## src/rtl/johnson_pkg.sv

```systemverilog
// Johnson ring helpers shared by the phase monitor and its decoder.
// Codes are handled as 32-bit vectors so any width up to 32 can use them.
package johnson_pkg;

  localparam int JN    = 4;
  localparam int JRING = 2 * JN;
  localparam int JIW   = $clog2(JRING);

  function automatic logic [31:0] johnson_mask(input int n);
    logic [31:0] r;
    if (n >= 32) r = '1;
    else         r = (32'd1 << n) - 32'd1;
    return r;
  endfunction

  // next(c) = {c[n-2:0], ~c[n-1]}
  function automatic logic [31:0] johnson_next(input int n,
                                               input logic [31:0] c);
    logic [31:0] s;
    logic [31:0] r;
    s    = c >> (n - 1);
    r    = (c << 1) & johnson_mask(n);
    r[0] = ~s[0];
    return r;
  endfunction

  // Phase k: low k bits set for k<=n, else bits [n-1:k-n] set.
  function automatic logic [31:0] johnson_code(input int n,
                                               input int k);
    logic [31:0] r;
    if (k <= n) r = (32'd1 << k) - 32'd1;
    else        r = johnson_mask(n) & ~((32'd1 << (k - n)) - 32'd1);
    return r;
  endfunction

endpackage

```

## src/rtl/johnson_decode.sv

```systemverilog
// Combinational Johnson code decoder: legal flag, phase index, one-hot.
// Ports: i_code in; o_legal, o_idx, o_onehot out (zeros when illegal).
module johnson_decode
  import johnson_pkg::*;
#(
  parameter int N  = JN,
  parameter int IW = $clog2(2 * N)
) (
  input  logic [N-1:0]   i_code,
  output logic           o_legal,
  output logic [IW-1:0]  o_idx,
  output logic [2*N-1:0] o_onehot
);

  always_comb begin
    o_legal  = 1'b0;
    o_idx    = '0;
    o_onehot = '0;
    for (int k = 0; k < 2 * N; k++) begin
      if (32'(i_code) == johnson_code(N, k)) begin
        o_legal     = 1'b1;
        o_idx       = IW'(k);
        o_onehot[k] = 1'b1;
      end
    end
  end

endmodule

```

## src/rtl/johnson_phase_monitor.sv

```systemverilog
// Registers and checks a Johnson counter code: phase decode, sequencing,
// cycle and error counting. Outputs lag count_in by one clock.
module johnson_phase_monitor
  import johnson_pkg::*;
#(
  parameter int N  = JN,
  parameter int IW = $clog2(2 * N),
  parameter int CW = 8,
  parameter int EW = 4
) (
  input  logic           clk,
  input  logic           reset,
  input  logic [N-1:0]   count_in,
  input  logic           clear_err,
  output logic [2*N-1:0] phase_onehot,
  output logic [IW-1:0]  phase_idx,
  output logic           valid,
  output logic           illegal,
  output logic           seq_err,
  output logic           wrap_pulse,
  output logic [CW-1:0]  cycle_count,
  output logic           err_flag,
  output logic [EW-1:0]  err_count
);

  localparam logic [IW-1:0]  LAST    = IW'(2 * N - 1);
  localparam logic [2*N-1:0] OH_LAST = {1'b1, {(2*N-1){1'b0}}};
  localparam logic [EW-1:0]  ERR_MAX = '1;

  logic [N-1:0]   r_prev_code;
  logic           r_prev_ok;

  logic           w_in_legal;
  logic [IW-1:0]  w_in_idx;
  logic [2*N-1:0] w_in_oh;
  logic           w_prev_legal;
  logic [IW-1:0]  w_prev_idx;
  logic [2*N-1:0] w_prev_oh;
  logic [31:0]    w_next;
  logic           w_prev_last;
  logic           w_seq;
  logic           w_wrap;
  logic           w_err;

  johnson_decode #(.N(N), .IW(IW)) u_dec_in (
    .i_code   (count_in),
    .o_legal  (w_in_legal),
    .o_idx    (w_in_idx),
    .o_onehot (w_in_oh)
  );

  johnson_decode #(.N(N), .IW(IW)) u_dec_prev (
    .i_code   (r_prev_code),
    .o_legal  (w_prev_legal),
    .o_idx    (w_prev_idx),
    .o_onehot (w_prev_oh)
  );

  assign w_next = johnson_next(N, 32'(r_prev_code));

  assign w_prev_last = w_prev_legal
                     && (w_prev_idx == LAST)
                     && (w_prev_oh == OH_LAST);

  // A held code is fine; only a legal jump elsewhere is a sequence error.
  assign w_seq = r_prev_ok && w_in_legal
              && (count_in != r_prev_code)
              && (32'(count_in) != w_next);

  assign w_wrap = r_prev_ok && w_prev_last
               && w_in_legal && (w_in_idx == '0);

  assign w_err = ~w_in_legal | w_seq;

  always_ff @(posedge clk) begin
    if (reset) begin
      r_prev_code  <= '0;
      r_prev_ok    <= 1'b0;
      phase_onehot <= '0;
      phase_idx    <= '0;
      valid        <= 1'b0;
      illegal      <= 1'b0;
      seq_err      <= 1'b0;
      wrap_pulse   <= 1'b0;
      cycle_count  <= '0;
      err_flag     <= 1'b0;
      err_count    <= '0;
    end else begin
      valid        <= 1'b1;
      phase_onehot <= w_in_oh;
      phase_idx    <= w_in_idx;
      illegal      <= ~w_in_legal;
      seq_err      <= w_seq;
      wrap_pulse   <= w_wrap;
      if (w_wrap) cycle_count <= cycle_count + 1'b1;

      // Illegal codes drop sync so the next legal code resyncs quietly.
      if (w_in_legal) begin
        r_prev_code <= count_in;
        r_prev_ok   <= 1'b1;
      end else begin
        r_prev_ok   <= 1'b0;
      end

      // A same-cycle error overrides clear_err.
      if (w_err) begin
        err_flag <= 1'b1;
        if (clear_err)               err_count <= EW'(1);
        else if (err_count != ERR_MAX) err_count <= err_count + 1'b1;
      end else if (clear_err) begin
        err_flag  <= 1'b0;
        err_count <= '0;
      end
    end
  end

endmodule

```

## config.mk

```make
export PLATFORM = sky130hd
export DESIGN_NAME = johnson_phase_monitor
export DESIGN_NICKNAME = d
export VERILOG_FILES = /design/src/rtl/johnson_pkg.sv /design/src/rtl/johnson_decode.sv /design/src/rtl/johnson_phase_monitor.sv
export SDC_FILE = /design/constraint.sdc
export NUM_CORES = 1
export LEC_CHECK = 0
export ABC_AREA = 1
export CELL_PAD_IN_SITES_DETAIL_PLACEMENT = 1
export CELL_PAD_IN_SITES_GLOBAL_PLACEMENT = 2
export CORE_UTILIZATION = 27
export CTS_CLUSTER_DIAMETER = 200
export DETAILED_ROUTE_END_ITERATION = 7
export GPL_TIMING_DRIVEN = 0
export PLACE_DENSITY = 0.87
export SLEW_MARGIN = 25
export SYNTH_ARGS = -nofsm -noshare
export SYNTH_HDL_FRONTEND = slang
export SYNTH_HIERARCHICAL = 1
export SYNTH_SLANG_ARGS = --single-unit
```

## constraint.sdc

```tcl
create_clock -name clk -period 2.55 [get_ports clk]
set_clock_uncertainty 0.2 [all_clocks]
set_input_delay 0.255 -clock clk [delete_from_list [all_inputs] [get_ports clk]]
set_output_delay 0.255 -clock clk [all_outputs]
set_load 0.01 [all_outputs]
```

**Word-level counts from Yosys, hierarchy flattened**

Cells that the tools add are included.

- $add $sub $neg: 2
- Eq/ne operators: 19
- Mux-type cells: 52
- Bitwise gates (word level): 3
- Reductions and logical operators: 14

Operators with widths:

| cell | count |
|---|---|
| $logic_not 32->1 | 2 |
| $mux 1 | 36 |
| $mux 3 | 12 |
| $eq 4x4->1 const B | 8 |
| $mux 4 | 4 |
| $add 8x1->8 const B | 1 |
| $eq 4x1->1 const B | 2 |
| $eq 4x2->1 const B | 2 |
| $eq 4x3->1 const B | 2 |
| $eq 8x8->1 const B | 1 |
| $logic_and 1x1->1 | 8 |
| $ne 4x4->1 | 2 |
| $add 4x1->4 const B | 1 |
| $ne 4x4->1 const B | 1 |
| $reduce_bool 2->1 | 2 |
| $eq 3x3->1 const B | 1 |
| $logic_not 3->1 | 1 |
| $not 1->1 | 2 |
| $reduce_and 2->1 | 1 |
| $or 1x1->1 | 1 |

- Register bits after elaboration: 33
- Input port bits: 7
- Output and inout port bits: 28
- Logic and storage cells: 101

**Longest topological paths before layout**

- Depth in word-level cells: 15
- Gate-level depth with buffers: 13
- Gate-level depth less buffers: 13

**Hierarchy**

Netlist, hierarchy kept.

Modules (own cells, without submodules):

| module | instances | cells an instance | area each (µm²) | seq. area each (µm²) |
|---|---|---|---|---|
| johnson_phase_monitor | 1 | 207 | 1,487.7 | 660.6 |
| johnson_decode | 2 | 34 | 143.9 | 0.0 |

**Worst setup path after synthesis**

OpenSTA, ideal clock, no wires.

- Path kind: input to register
- Start: input port count_in[3]
- End: register cycle_count[7]
- Library setup time: 113 ps
- Data arrival time: 1,488 ps
- Data required time: 2,237 ps
- Setup slack: 749 ps
- Cell stages on the path: 12
- Buffers on the path: 0
- Cell sequence: nand2_1 clkinv_1 nand2_1 nand4_1 nor3_4 inv_2 nor2_4 nand3_4 nor2_4 nand2_2 o21ai_1 nor2_1

- Elaborated cells between the ends (all ways): 26
- Those cells by class: 7 x eq/ne; 15 x mux; 4 x reduce/logical

RTL lines:

| what | RTL line | source |
|---|---|---|
| start: declaration | johnson_phase_monitor.sv:13 | `input logic [N-1:0] count_in,` |
| $eq 4x1->1 | johnson_decode.sv:20 | `if (32'(i_code) == johnson_code(N, k)) begin` |
| $mux 1 | johnson_decode.sv:20 |  |
| $mux 3 (5 in a row) | johnson_decode.sv:20 |  |
| $mux 3 * | johnson_decode.sv:20 |  |
| net w_in_idx[0] | johnson_phase_monitor.sv:34 | `logic [IW-1:0] w_in_idx;` |
| $logic_not 3->1 * | johnson_phase_monitor.sv:71 | `&& w_in_legal && (w_in_idx == '0);` |
| $logic_and 1x1->1 * | johnson_phase_monitor.sv:71 |  |
| end signal: assignment | johnson_phase_monitor.sv:95 | `if (w_wrap) cycle_count <= cycle_count + 1'b1;` |
| end: declaration | johnson_phase_monitor.sv:21 | `output logic [CW-1:0] cycle_count,` |

The timed path passes the listed nets; every way through them passes the cells marked *.
A chain may end at the register's enable or synchronous reset.

**Final worst setup path**

- Start: input port count_in[1]
- End: register cycle_count[7]

Same word-level chain as after synthesis.

==> results <==
[power groups by stage]
stage | sequential [uW] | clock, uW | combinational (uW)
after floorplan | 565 | 0 | 118
after global placement | 564 | 0 | 189
after CTS | 552 | 417 | 193
final | 552 | 401 | 194
after global routing | 556 | 439 | 223
after detailed placement | 564 | 0 | 193
[final timing paths]
| kind | start | endpoint | slack (ns) | cells past startpoint |
|---|---|---|---|---|
| max reg2reg | r_prev_code[0] | cycle_count[7] | 0.52 | 9 |
| min | count_in[3] | r_prev_code[3] | 0.27 | 3 |
| min reg2reg | err_count[3] | err_count[3] | 0.30 | 2 |
| max | count_in[1] | cycle_count[7] | 0.27 | 12 |
[cells by family after synthesis]
| kind of cell | synth area share, % |
|---|---|
| AO/OA/AOI/OAI | 6.201 |
| XOR/XNOR | 0.4934 |
| adder cells (fa/ha/maj) | 1.409 |
| buffers and inverters | 13.11 |
| AND/OR/NAND/NOR | 41.58 |
| flip-flops | 37.21 |
[state kept, by name, summed over array words and instances, names as in the netlist]
register      count
r_prev_code       4
cycle_count       8
phase_onehot      8
illegal           1
r_prev_ok         1
valid             1
seq_err           1
err_flag          1
phase_idx         3
err_count         4
wrap_pulse        1
[stage by stage]
stage	area, sq um	setup slack [ns]	hold WS [ns]	total power, uW
floorplan	1775	0.7488	0.1895	683.9
global placement	2212	-0.1237	0.2790	752.9
detailed placement	2212	-0.2513	0.2888	757.0
CTS	2298	0.03634	0.2993	1163
global route	2318	0.04619	0.2960	1217
finish	2318	0.2724	0.2721	1147
[what timing repair did]
action                                 4_1_cts  5_1_grt
gates resized for setup                      0        2
buffers inserted                             0        2
endpoints found under the hold margin        0        0
setup endpoints to repair                    0        8
[worst min-delay path, stage by stage]
cell	delay, ns
dlymetal6s2s_1	0.22
inv_1	0.13
o22ai_1	0.09
[metal layers]
layer / up-vias / part of all wire (%) / GRT usage [%]
met5: - / 0 / 0
met4: 0 / 0.48 / 2.821
li1: 918 / - / -
met1: 792 / 47 / 16.87
met3: 2 / 2.7 / 3.082
met2: 21 / 50 / 24.52
[cell usage in the layout (no fill, tap or decap)]
cell type,synthesis,final
buf_4,0,2
nor3_2,1,1
a21oi_1,9,9
nand3_1,9,9
clkbuf_8,0,6
nor2_1,55,55
o21ai_0,6,6
inv_2,1,1
ha_1,2,2
nand2_2,6,6
nand3_4,1,1
nand3_2,2,2
nor3_4,1,1
nor2_4,3,3
clkbuf_1,2,3
nor2_2,3,3
nor4_1,1,1
dfxtp_1,33,33
nor3_1,2,2
o22ai_1,4,4
nand3b_1,1,1
clkdlybuf4s50_1,0,32
clkinv_1,5,5
dlymetal6s2s_1,0,2
o21ai_1,2,2
nand4_1,8,8
and3b_1,1,1
nor4_4,1,1
nand2_1,61,61
xnor2_1,1,1
inv_1,54,54
[layout make-up]
type | count | area [sq um]
tap | 77 | 96.34
inverter | 60 | 225.2
clock buffer | 7 | 86.33
buffer | 2 | 7.507
multi-input combinational | 180 | 882.1
sequential | 33 | 660.6
timing repair buffer | 36 | 360.3
fill | 827 | 4031
==> summary.md <==
| Metric | Value |
|---|---|
| Initial DRC Count | `22` |
| Vias in the first global route | `1790` |
| Die area | `6904 sq um` |
| Most instantiated library cell after synthesis | `nand2_1` |
| Cells after Synth | `275` |
| Worst-path clk slew | `0.07 ns` |
| RSZ-0062 raised after global routing | `false` |
| DP Wirelength | `3441 um` |
| Die Span Y | `83.09 um` |
| Routed wire per std cell | `11.04 um` |
| Logic pwr share | `16.9%` |
| Share of the yosys chip area belonging to registers | `37.21%` |
| Num CTS Buffers | `5` |
| Final min period | `2.278 ns` |
| Final wirelength | `4362 um` |
| DRT antenna net count | `0` |
| Power Density | `494.8 nW/um^2` |
| Area leader, netlist | `dfxtp_1` |
| Top-area cell type share of the netlist area | `37.21%` |
| Synth unique cells | `27` |
| Pre-antenna DRT Iters | `4` |
| Clock buffer depth | `2` |
| Skew-Pair Late Insertion Delay | `0.28 ns` |
| Leakage Power | `0.001064 uW` |
| I/O pin count | `35` |
| Reg power frac | `48.1%` |
| Vias/cell | `4.387` |
| Root buffer cell | `clkbuf_8` |
| Top delay family on crit path | `simple AND/OR/NAND/NOR gates` |
| Final setup viols | `0` |
| Status | `finished, final reports clean` |
| Net Sw Power | `321.8 uW` |
| Peak VDD IR | `0.2286 mV` |
| Area of the core | `6350 sq um` |
| Count of non-filler cells in the finished layout | `395` |
| Top FF cell, synth | `dfxtp_1` |
| Finished Core Util | `36.51%` |
| Hold Path Class | `in2reg` |
| Slowest-stage cell, CP | `clkdlybuf4s50_1` |
| Crit path kind | `in2reg` |
| Worst-Margin Slew | `0.5368 ns` |
| Yosys reg bits | `33` |
| Post-synth EDFFs | `0` |
| Global route total overflow | `0` |
| Area grow syn2layout | `30.58%` |
| Hold buffer count at CTS | `0` |
| Die width | `83.09 um` |
| Overall Global Routing Usage | `13.75%` |
| Largest net degree at the start of global routing | `11` |
| Slew HR | `64.22%` |
| Int Power | `825.3 uW` |
| Largest stage delay, worst path | `0.62 ns` |
| Switching Fraction | `28.06%` |
| FP Rows | `29` |
| Initial antenna violation count | `0` |
| Diodes inserted | `0` |
| DRC | `0` |
| Synth cell count leaders | `nand2_1, nor2_1, inv_1, dfxtp_1` |
| Via count | `1733` |
| Routability cong. | `0.7967` |
| Clock Power Share | `35.0%` |
| Clock sinks | `33` |
| Placed insts | `386` |
| TritonCTS clock tree | `done` |
| Worst-path maximum fanout | `7` |
| F_max | `439.1 MHz` |
| Avg Cell Area, Syn | `6.456 sq um` |
| Initial Utilization | `27.96%` |
| Worst Setup End Kind | `flop` |
| H-tree depth | `2` |
| Hold violation count in the final report | `0` |
| Nets | `327` |
| Cell Area, Synth | `1775 sq um` |
| Startpoint types | `input pin` |
| IO buf count | `34` |
| Max-Cap Viols | `0` |
| Ranking of synthesized cells by area | `dfxtp_1, nand2_1, nor2_1, inv_1, nand4_1` |
| Most frequent CP cell | `nor2_4` |
| Critical path required time | `2.53 ns` |
| Yosys Warn Count | `6` |
| Ys async rst share | `0%` |
| Worst path arrival time | `2.25 ns` |
| Share of cells above drive strength 1 | `8.491%` |
| Fin. max-slew vios | `0` |
| Setup TNS Final | `0 ns` |
| Net Count, Synth | `284` |
| Final Cycle Share | `89.32%` |
| First-pass GRT wire length | `7859 um` |
| WP buf/inv | `2` |
| Critical-path cell list | `clkdlybuf4s50_1 -> nor2_2 -> nand3_1 -> nand4_1 -> nor3_4 -> inv_2 -> nor2_4 -> nand3_4 -> nor2_4 -> nand2_2 -> o21ai_1 -> nor2_1` |
(Power assumes the default switching activity.)
